## config.mk

```make
export PLATFORM = sky130hd
export DESIGN_NAME = multicycle_controller
export DESIGN_NICKNAME = d
export VERILOG_FILES = /design/src/rtl/riscv16_pkg.sv /design/src/rtl/mem_wait_timer.sv /design/src/rtl/multicycle_controller.sv
export SDC_FILE = /design/constraint.sdc
export NUM_CORES = 1
export LEC_CHECK = 0
export CORE_ASPECT_RATIO = 1.2
export CORE_MARGIN = 1
export CORE_UTILIZATION = 40
export CTS_CLUSTER_SIZE = 24
export DETAILED_ROUTE_END_ITERATION = 7
export PLACE_DENSITY = 0.72
export SKIP_CTS_REPAIR_TIMING = 1
export SYNTH_ARGS = -nofsm -noshare
export SYNTH_HDL_FRONTEND = slang
export SYNTH_SLANG_ARGS = --single-unit
```

## constraint.sdc

```tcl
create_clock -name clk -period 2.3 [get_ports clk]
set_input_delay 0.23 -clock clk [delete_from_list [all_inputs] [get_ports clk]]
set_output_delay 0.23 -clock clk [all_outputs]
set_load 0.1 [all_outputs]
```

## src/rtl/riscv16_pkg.sv

```systemverilog
// riscv16_pkg
// Shared definitions for the 16-bit multicycle core control path.
// Contents:
//   - Major opcode constants (instr[6:0])
//   - Controller state encoding (state_t)
//   - alu_op encodings driven toward the ALU decoder
//   - trap_cause encodings
//   - is_legal_opcode() helper used by DECODE
package riscv16_pkg;

  localparam logic [6:0] OP_I_ALU  = 7'b0010011;
  localparam logic [6:0] OP_R_ALU  = 7'b0110011;
  localparam logic [6:0] OP_LOAD   = 7'b0000011;
  localparam logic [6:0] OP_STORE  = 7'b0100011;
  localparam logic [6:0] OP_BRANCH = 7'b1100011;

  typedef enum logic [2:0] {
    ST_FETCH  = 3'd0,
    ST_DECODE = 3'd1,
    ST_EXEC   = 3'd2,
    ST_MEM    = 3'd3,
    ST_WB     = 3'd4,
    ST_TRAP   = 3'd5
  } state_t;

  localparam logic [1:0] ALU_OP_ADD   = 2'b00;
  localparam logic [1:0] ALU_OP_SUB   = 2'b01;
  localparam logic [1:0] ALU_OP_FUNCT = 2'b10;

  localparam logic [1:0] CAUSE_NONE        = 2'b00;
  localparam logic [1:0] CAUSE_ILLEGAL     = 2'b01;
  localparam logic [1:0] CAUSE_BUS_TIMEOUT = 2'b10;

  function automatic logic is_legal_opcode(input logic [6:0] op);
    logic legal;
    case (op)
      OP_I_ALU, OP_R_ALU, OP_LOAD, OP_STORE, OP_BRANCH: legal = 1'b1;
      default:                                          legal = 1'b0;
    endcase
    return legal;
  endfunction

endpackage

```

## src/rtl/mem_wait_timer.sv

```systemverilog
// mem_wait_timer
// Counts consecutive cycles a memory request has waited for ready.
// Ports:
//   clk, rst   - clock, asynchronous active-high reset
//   clear      - restart the count at zero (takes priority over count_en)
//   count_en   - request pending with ready low this cycle
//   expired    - the current cycle is the MEM_TIMEOUT-th request cycle
// Parameter:
//   MEM_TIMEOUT - request cycles allowed before the controller traps
module mem_wait_timer #(
  parameter int MEM_TIMEOUT = 16
) (
  input  logic clk,
  input  logic rst,
  input  logic clear,
  input  logic count_en,
  output logic expired
);

  localparam int CW = (MEM_TIMEOUT > 1) ? $clog2(MEM_TIMEOUT) : 1;
  localparam logic [CW-1:0] LAST = CW'(MEM_TIMEOUT - 1);

  logic [CW-1:0] count_q;
  logic [CW-1:0] count_d;

  // The count equals the number of already-elapsed wait cycles, so it
  // reaches LAST during the MEM_TIMEOUT-th cycle of the request.
  assign expired = (count_q == LAST);

  // Saturate at LAST so the count never wraps back below the limit.
  always_comb begin
    count_d = count_q;
    if (clear) begin
      count_d = '0;
    end else if (count_en && !expired) begin
      count_d = count_q + CW'(1);
    end
  end

  always_ff @(posedge clk or posedge rst) begin
    if (rst) begin
      count_q <= '0;
    end else begin
      count_q <= count_d;
    end
  end

endmodule

```

## src/rtl/multicycle_controller.sv

```systemverilog
// multicycle_controller
// Control FSM for a 16-bit multicycle core: FETCH, DECODE, EXEC, MEM, WB
// and a sticky TRAP state. All control outputs are combinational in the
// current state, the instruction register and the ready inputs.
// Ports:
//   clk, rst                     - clock, asynchronous active-high reset
//   instr[15:0]                  - instruction register (opcode in [6:0])
//   imem_ready, dmem_ready       - memory handshakes
//   branch_taken                 - ALU compare result for a branch in EXEC
//   imem_req, ir_we              - fetch request / IR load strobe
//   dmem_req, dmem_we            - data request / store qualifier
//   alu_src_imm, alu_op[1:0]     - ALU operand-B select / operation class
//   reg_we, wb_sel               - register write / write-back source
//   pc_we, pc_src                - PC update / next-PC select
//   trap, trap_cause[1:0]        - sticky trap flag and its cause
//   instret[15:0]                - retired-instruction counter
// Parameter:
//   MEM_TIMEOUT - request cycles allowed before a bus-timeout trap
// Configuration macro:
//   ILLEGAL_TRAP_EN - illegal opcodes trap (cause 01); otherwise they
//                     retire as NOPs.
module multicycle_controller
  import riscv16_pkg::*;
#(
  parameter int MEM_TIMEOUT = 16
) (
  input  logic        clk,
  input  logic        rst,
  input  logic [15:0] instr,
  input  logic        imem_ready,
  input  logic        dmem_ready,
  input  logic        branch_taken,
  output logic        imem_req,
  output logic        ir_we,
  output logic        dmem_req,
  output logic        dmem_we,
  output logic        alu_src_imm,
  output logic [1:0]  alu_op,
  output logic        reg_we,
  output logic        wb_sel,
  output logic        pc_we,
  output logic        pc_src,
  output logic        trap,
  output logic [1:0]  trap_cause,
  output logic [15:0] instret
);

  state_t      state_q, state_d;
  logic [1:0]  trap_cause_q, trap_cause_d;
  logic [15:0] instret_q, instret_d;
  logic        retire;
  logic        timer_clear;
  logic        timer_en;
  logic        timer_expired;
  logic [6:0]  opcode;
  logic        unused_instr_bits;

  assign opcode            = instr[6:0];
  assign unused_instr_bits = ^instr[15:7];

  mem_wait_timer #(
    .MEM_TIMEOUT(MEM_TIMEOUT)
  ) u_wait_timer (
    .clk     (clk),
    .rst     (rst),
    .clear   (timer_clear),
    .count_en(timer_en),
    .expired (timer_expired)
  );

  // Every entry into FETCH or MEM is a state change, so clearing on any
  // transition restarts the timer for each new request. Only a pending
  // request with its own ready low advances it.
  always_comb begin
    timer_clear = (state_d != state_q);
    timer_en    = ((state_q == ST_FETCH) && !imem_ready) ||
                  ((state_q == ST_MEM)   && !dmem_ready);
  end

  // Next-state and output decode. A ready in the last allowed cycle wins
  // over the timeout because it is tested first. Outputs are forced low
  // while reset is held, since the reset state (FETCH) would otherwise
  // already be requesting.
  always_comb begin
    state_d      = state_q;
    trap_cause_d = trap_cause_q;
    retire       = 1'b0;
    imem_req     = 1'b0;
    ir_we        = 1'b0;
    dmem_req     = 1'b0;
    dmem_we      = 1'b0;
    alu_src_imm  = 1'b0;
    alu_op       = ALU_OP_ADD;
    reg_we       = 1'b0;
    wb_sel       = 1'b0;
    pc_we        = 1'b0;
    pc_src       = 1'b0;
    trap         = 1'b0;

    case (state_q)
      ST_FETCH: begin
        imem_req = 1'b1;
        if (imem_ready) begin
          ir_we   = 1'b1;
          state_d = ST_DECODE;
        end else if (timer_expired) begin
          state_d      = ST_TRAP;
          trap_cause_d = CAUSE_BUS_TIMEOUT;
        end
      end

      ST_DECODE: begin
        if (is_legal_opcode(opcode)) begin
          state_d = ST_EXEC;
        end else begin
`ifdef ILLEGAL_TRAP_EN
          state_d      = ST_TRAP;
          trap_cause_d = CAUSE_ILLEGAL;
`else
          pc_we   = 1'b1;
          retire  = 1'b1;
          state_d = ST_FETCH;
`endif
        end
      end

      ST_EXEC: begin
        case (opcode)
          OP_BRANCH: begin
            alu_op  = ALU_OP_SUB;
            pc_we   = 1'b1;
            pc_src  = branch_taken;
            retire  = 1'b1;
            state_d = ST_FETCH;
          end
          OP_I_ALU: begin
            alu_src_imm = 1'b1;
            alu_op      = ALU_OP_FUNCT;
            state_d     = ST_WB;
          end
          OP_R_ALU: begin
            alu_op  = ALU_OP_FUNCT;
            state_d = ST_WB;
          end
          OP_LOAD, OP_STORE: begin
            alu_src_imm = 1'b1;
            state_d     = ST_MEM;
          end
          default: begin
            state_d = ST_FETCH;
          end
        endcase
      end

      ST_MEM: begin
        dmem_req = 1'b1;
        dmem_we  = (opcode == OP_STORE);
        if (dmem_ready) begin
          if (opcode == OP_STORE) begin
            pc_we   = 1'b1;
            retire  = 1'b1;
            state_d = ST_FETCH;
          end else begin
            state_d = ST_WB;
          end
        end else if (timer_expired) begin
          state_d      = ST_TRAP;
          trap_cause_d = CAUSE_BUS_TIMEOUT;
        end
      end

      ST_WB: begin
        reg_we  = 1'b1;
        wb_sel  = (opcode == OP_LOAD);
        pc_we   = 1'b1;
        retire  = 1'b1;
        state_d = ST_FETCH;
      end

      ST_TRAP: begin
        trap = 1'b1;
      end

      default: begin
        state_d = ST_FETCH;
      end
    endcase

    if (rst) begin
      imem_req    = 1'b0;
      ir_we       = 1'b0;
      dmem_req    = 1'b0;
      dmem_we     = 1'b0;
      alu_src_imm = 1'b0;
      alu_op      = ALU_OP_ADD;
      reg_we      = 1'b0;
      wb_sel      = 1'b0;
      pc_we       = 1'b0;
      pc_src      = 1'b0;
      trap        = 1'b0;
      retire      = 1'b0;
    end
  end

  // Retire is seen in the count one cycle later; 16-bit wrap is natural.
  always_comb begin
    instret_d = instret_q;
    if (retire) begin
      instret_d = instret_q + 16'd1;
    end
  end

  always_ff @(posedge clk or posedge rst) begin
    if (rst) begin
      state_q      <= ST_FETCH;
      trap_cause_q <= CAUSE_NONE;
      instret_q    <= 16'd0;
    end else begin
      state_q      <= state_d;
      trap_cause_q <= trap_cause_d;
      instret_q    <= instret_d;
    end
  end

  assign trap_cause = trap_cause_q;
  assign instret    = instret_q;

endmodule

```

==> summary.md <==
| Metric | Value |
|---|---|
| Status | `complete, but fails checks` |
| Failing checks | `DRC` |
| Clock transition at the registers of the reported paths | `0.07 ns` |
| Synth Warn # | `0` |
| Number of failing setup endpoints in the final timing report | `0` |
| Max-slew violation count | `0` |
| Cell count after placement | `260` |
| NumNets Final | `236` |
| Worst hold-check slack | `0.473 ns` |
| Critical Path Fanout Max | `3` |
| Non-filler instance count after layout | `264` |
| Share of final-layout standard cells stronger than drive strength 1 | `35.4%` |
| Arrival @ worst endpoint | `1.98 ns` |
| Cell area power density | `824 nW/um^2` |
| Worst-path cell chain | `clkdlybuf4s50_1 -> nor4bb_4 -> buf_4 -> nor3_1 -> a2111o_2 -> nand2_4 -> clkinvlp_4 -> buf_12` |
| Vertical die dimension | `69.3 um` |
| Area growth syn-to-layout | `52.9%` |
| Area of the placeable core | `3630 sq um` |
| Cell Area, Synth | `1510 sq um` |
| Hold Path Class | `register to register` |
| Overall via count from detail_route | `1419` |
| Post-detailed-route via-to-cell ratio | `5.38` |
| Buffers added on ports | `40` |
| Clock Latency Late Sink | `0.26 ns` |
| Antenna cell count | `0` |
| Avg WL per Cell | `14.0 um` |
| Number of remaining DRC errors | `4` |
| Clock sinks | `24` |
| Net count of the mapped netlist | `183` |
| Residual antenna-violating net count after detailed routing | `0` |
| Mux contribution to synthesized area | `1.41%` |
| Clock tree root buffer cell | `sky130_fd_sc_hd__clkbuf_8` |
| Share of flip-flops with an asynchronous set or reset | `100%` |
| Startpoint types | `primary input` |
| Filler instances | `312` |
| Final Core Density | `63.4%` |
| Number of antenna violations at the first check in global routing | `0` |
| CTS max path bufs | `2` |
| Number of global-route vias before repair | `1439` |
| Clock tree from TritonCTS | `yes` |
| Congestion Overflow GR | `0` |
| Number of distinct library cells after synthesis | `49` |
| Share of the yosys chip area belonging to registers | `39.8%` |
| Maximum number of pins on one net before global-route repair | `25` |
| Critical Path End Type | `output port` |
| Slowest cell on the critical path | `sky130_fd_sc_hd__clkdlybuf4s50_1` |
| Area fraction in compound gates after synthesis | `8.80%` |
| RePlAce Congestion | `0.857` |
| Global-route wire length before repair | `6270 um` |
| Flip-flop cell with the highest count after synthesis | `sky130_fd_sc_hd__dfrtp_1` |
| Initial cell density of the core | `41.5%` |
| Pleak | `1.02 nW` |
| Drt first-iter violations | `49` |
| Row cnt | `24` |
| Number of enable flip-flop cells after synthesis | `0` |
| Final hold viol count | `0` |
| Cts bufs inserted | `3` |
| Setup repair after global routing missed its margin | `false` |
| Share of synthesized cell area in and, or, nand and nor gates | `33.9%` |
| Fin Clk Skew | `0.00765 ns` |
| Total global routing track utilization | `19.6%` |
| Final period utilization | `96.1%` |
| Count of state elements after synthesis | `24` |
| Total of max-cap violations | `0` |
| Detailed Route WL | `3700 um` |
| Die width | `58.0 um` |
| Worst supply voltage drop on vdd | `1.30 mV` |
| Synthesized-area fraction occupied by adder cells | `1.66%` |
| Count of mapped cells out of synthesis | `160` |
| Max Clk Rate | `452 MHz` |
| Detailed-placement wirelength estimate | `2930 um` |
| I/O pin count | `51` |
| WP data required | `2.07 ns` |
| Post-synthesis share of cell area spent on xor and xnor gates | `9.88%` |
| Die area | `4020 sq um` |
| Synthesized area per cell | `9.42 sq um` |
| Number of iterations in the first detailed-routing pass | `6` |
| Category of the most critical setup path | `primary input to output port` |
| Largest family of logic cells by synthesized area | `simple AND/OR/NAND/NOR gates` |
| Largest stage delay on the critical path | `0.50 ns` |
| H-tree depth | `1` |
| Fin crit period | `2.21 ns` |
-- state kept, by name (all words and copies together) (netlist names) --
register,cells
state_q,3
trap_cause,1
u_wait_timer.count_q,4
instret,16
-- synth_stat cells (3+ instances only) --
cell type	instances	area [sq um]
sky130_fd_sc_hd__and2_1	5	31.3
sky130_fd_sc_hd__o21ai_0	5	25.0
sky130_fd_sc_hd__buf_2	3	15.0
sky130_fd_sc_hd__nand2_1	8	30.0
sky130_fd_sc_hd__nand4_1	7	43.8
sky130_fd_sc_hd__nand3_2	4	40.0
sky130_fd_sc_hd__nor2_1	12	45.0
sky130_fd_sc_hd__nand3_1	6	30.0
sky130_fd_sc_hd__a21oi_1	5	25.0
sky130_fd_sc_hd__and3_1	10	62.6
sky130_fd_sc_hd__and4_1	3	26.3
sky130_fd_sc_hd__dfrtp_1	24	601
sky130_fd_sc_hd__inv_1	3	11.3
sky130_fd_sc_hd__nor3_1	7	35.0
sky130_fd_sc_hd__xnor2_1	16	140
-- final cells by class --
| class | count | area, sq um | share of cell area [%] |
|---|---|---|---|
| clock buffer | 3 | 41.3 | 1.79 |
| tap | 52 | 65.1 | 2.82 |
| clock inverter | 1 | 30.0 | 1.30 |
| timing repair buffer | 56 | 598 | 26.0 |
| inverter | 4 | 18.8 | 0.814 |
| sequential | 24 | 601 | 26.1 |
| multi-input combinational | 124 | 951 | 41.3 |
-- worst paths after layout --
kind / startpoint / to / slack (ns) / cells past startpoint
worst max-delay path: instr[0] / pc_we / 0.09 / 8
worst min-delay path: trap_cause[1] / trap_cause[1] / 0.47 / 1
worst max register to register: state_q[0] / u_wait_timer.count_q[3] / 0.35 / 6
worst min register to register: trap_cause[1] / trap_cause[1] / 0.47 / 1
max in group asynchronous: rst / u_wait_timer.count_q[3] / 1.57 / 3
min in group asynchronous: rst / instret[4] / 0.49 / 3
-- report_power, final --
| part | switching, mW | internal (mW) |
|---|---|---|
| combinational | 0.668 | 0.318 |
| sequential | 0.0798 | 0.475 |
| clock | 0.125 | 0.232 |
-- layer usage --
| layer | routed length, um | track usage (%) | vias up | share of wire [%] |
|---|---|---|---|---|
| met5 | 0 | 0 | - | 0 |
| met4 | 86 | 7.94 | 0 | 2.3 |
| met3 | 223 | 2.05 | 14 | 6.0 |
| met2 | 1880 | 35.1 | 58 | 51 |
| met1 | 1510 | 23.3 | 665 | 41 |
| li1 | - | - | 682 | - |
-- cells in the final DEF (no fill, tap or decap), drive strengths merged, types with 3 or more instances in the layout --
master         count
buf               45
nand3             10
nor2              12
nand4              8
nor3               8
clkdlybuf4s50     11
o21ai              6
nand2              8
xnor2             16
and3              10
clkbuf             3
dfrtp             24
inv                3
a21oi              5
and4               3
and2               5
-- stage by stage --
stage                     area, sq um  power [mW]  worst slack, ns  setup TNS (ns)
after CTS                        2270        1.91         -0.00209        -0.00209
after floorplan                  1620        1.30           -0.459          -0.622
after global routing             2300        1.99          0.00947               0
final                            2300        1.90           0.0890               0
after detailed placement         2200        1.54           0.0287               0
after global placement           2200        1.51           0.0461               0
-- worst max-delay path, delay by kind of cell --
family / cells / cell delay [ns]
buffers and inverters: 4 / 0.92
AO/OA/AOI/OAI: 1 / 0.39
AND/OR/NAND/NOR: 3 / 0.44
-- cell families (layout without fill, tap and decap cells) --
logic type	after synthesis	after routing
compound gates	20	20
xor+xnor	17	17
fa+ha+maj	2	2
buf+inv	12	64
flops	24	24
mux	2	2
other cells	1	1
simple gates	82	82
No activity file was read; power rests on OpenSTA's default activity.
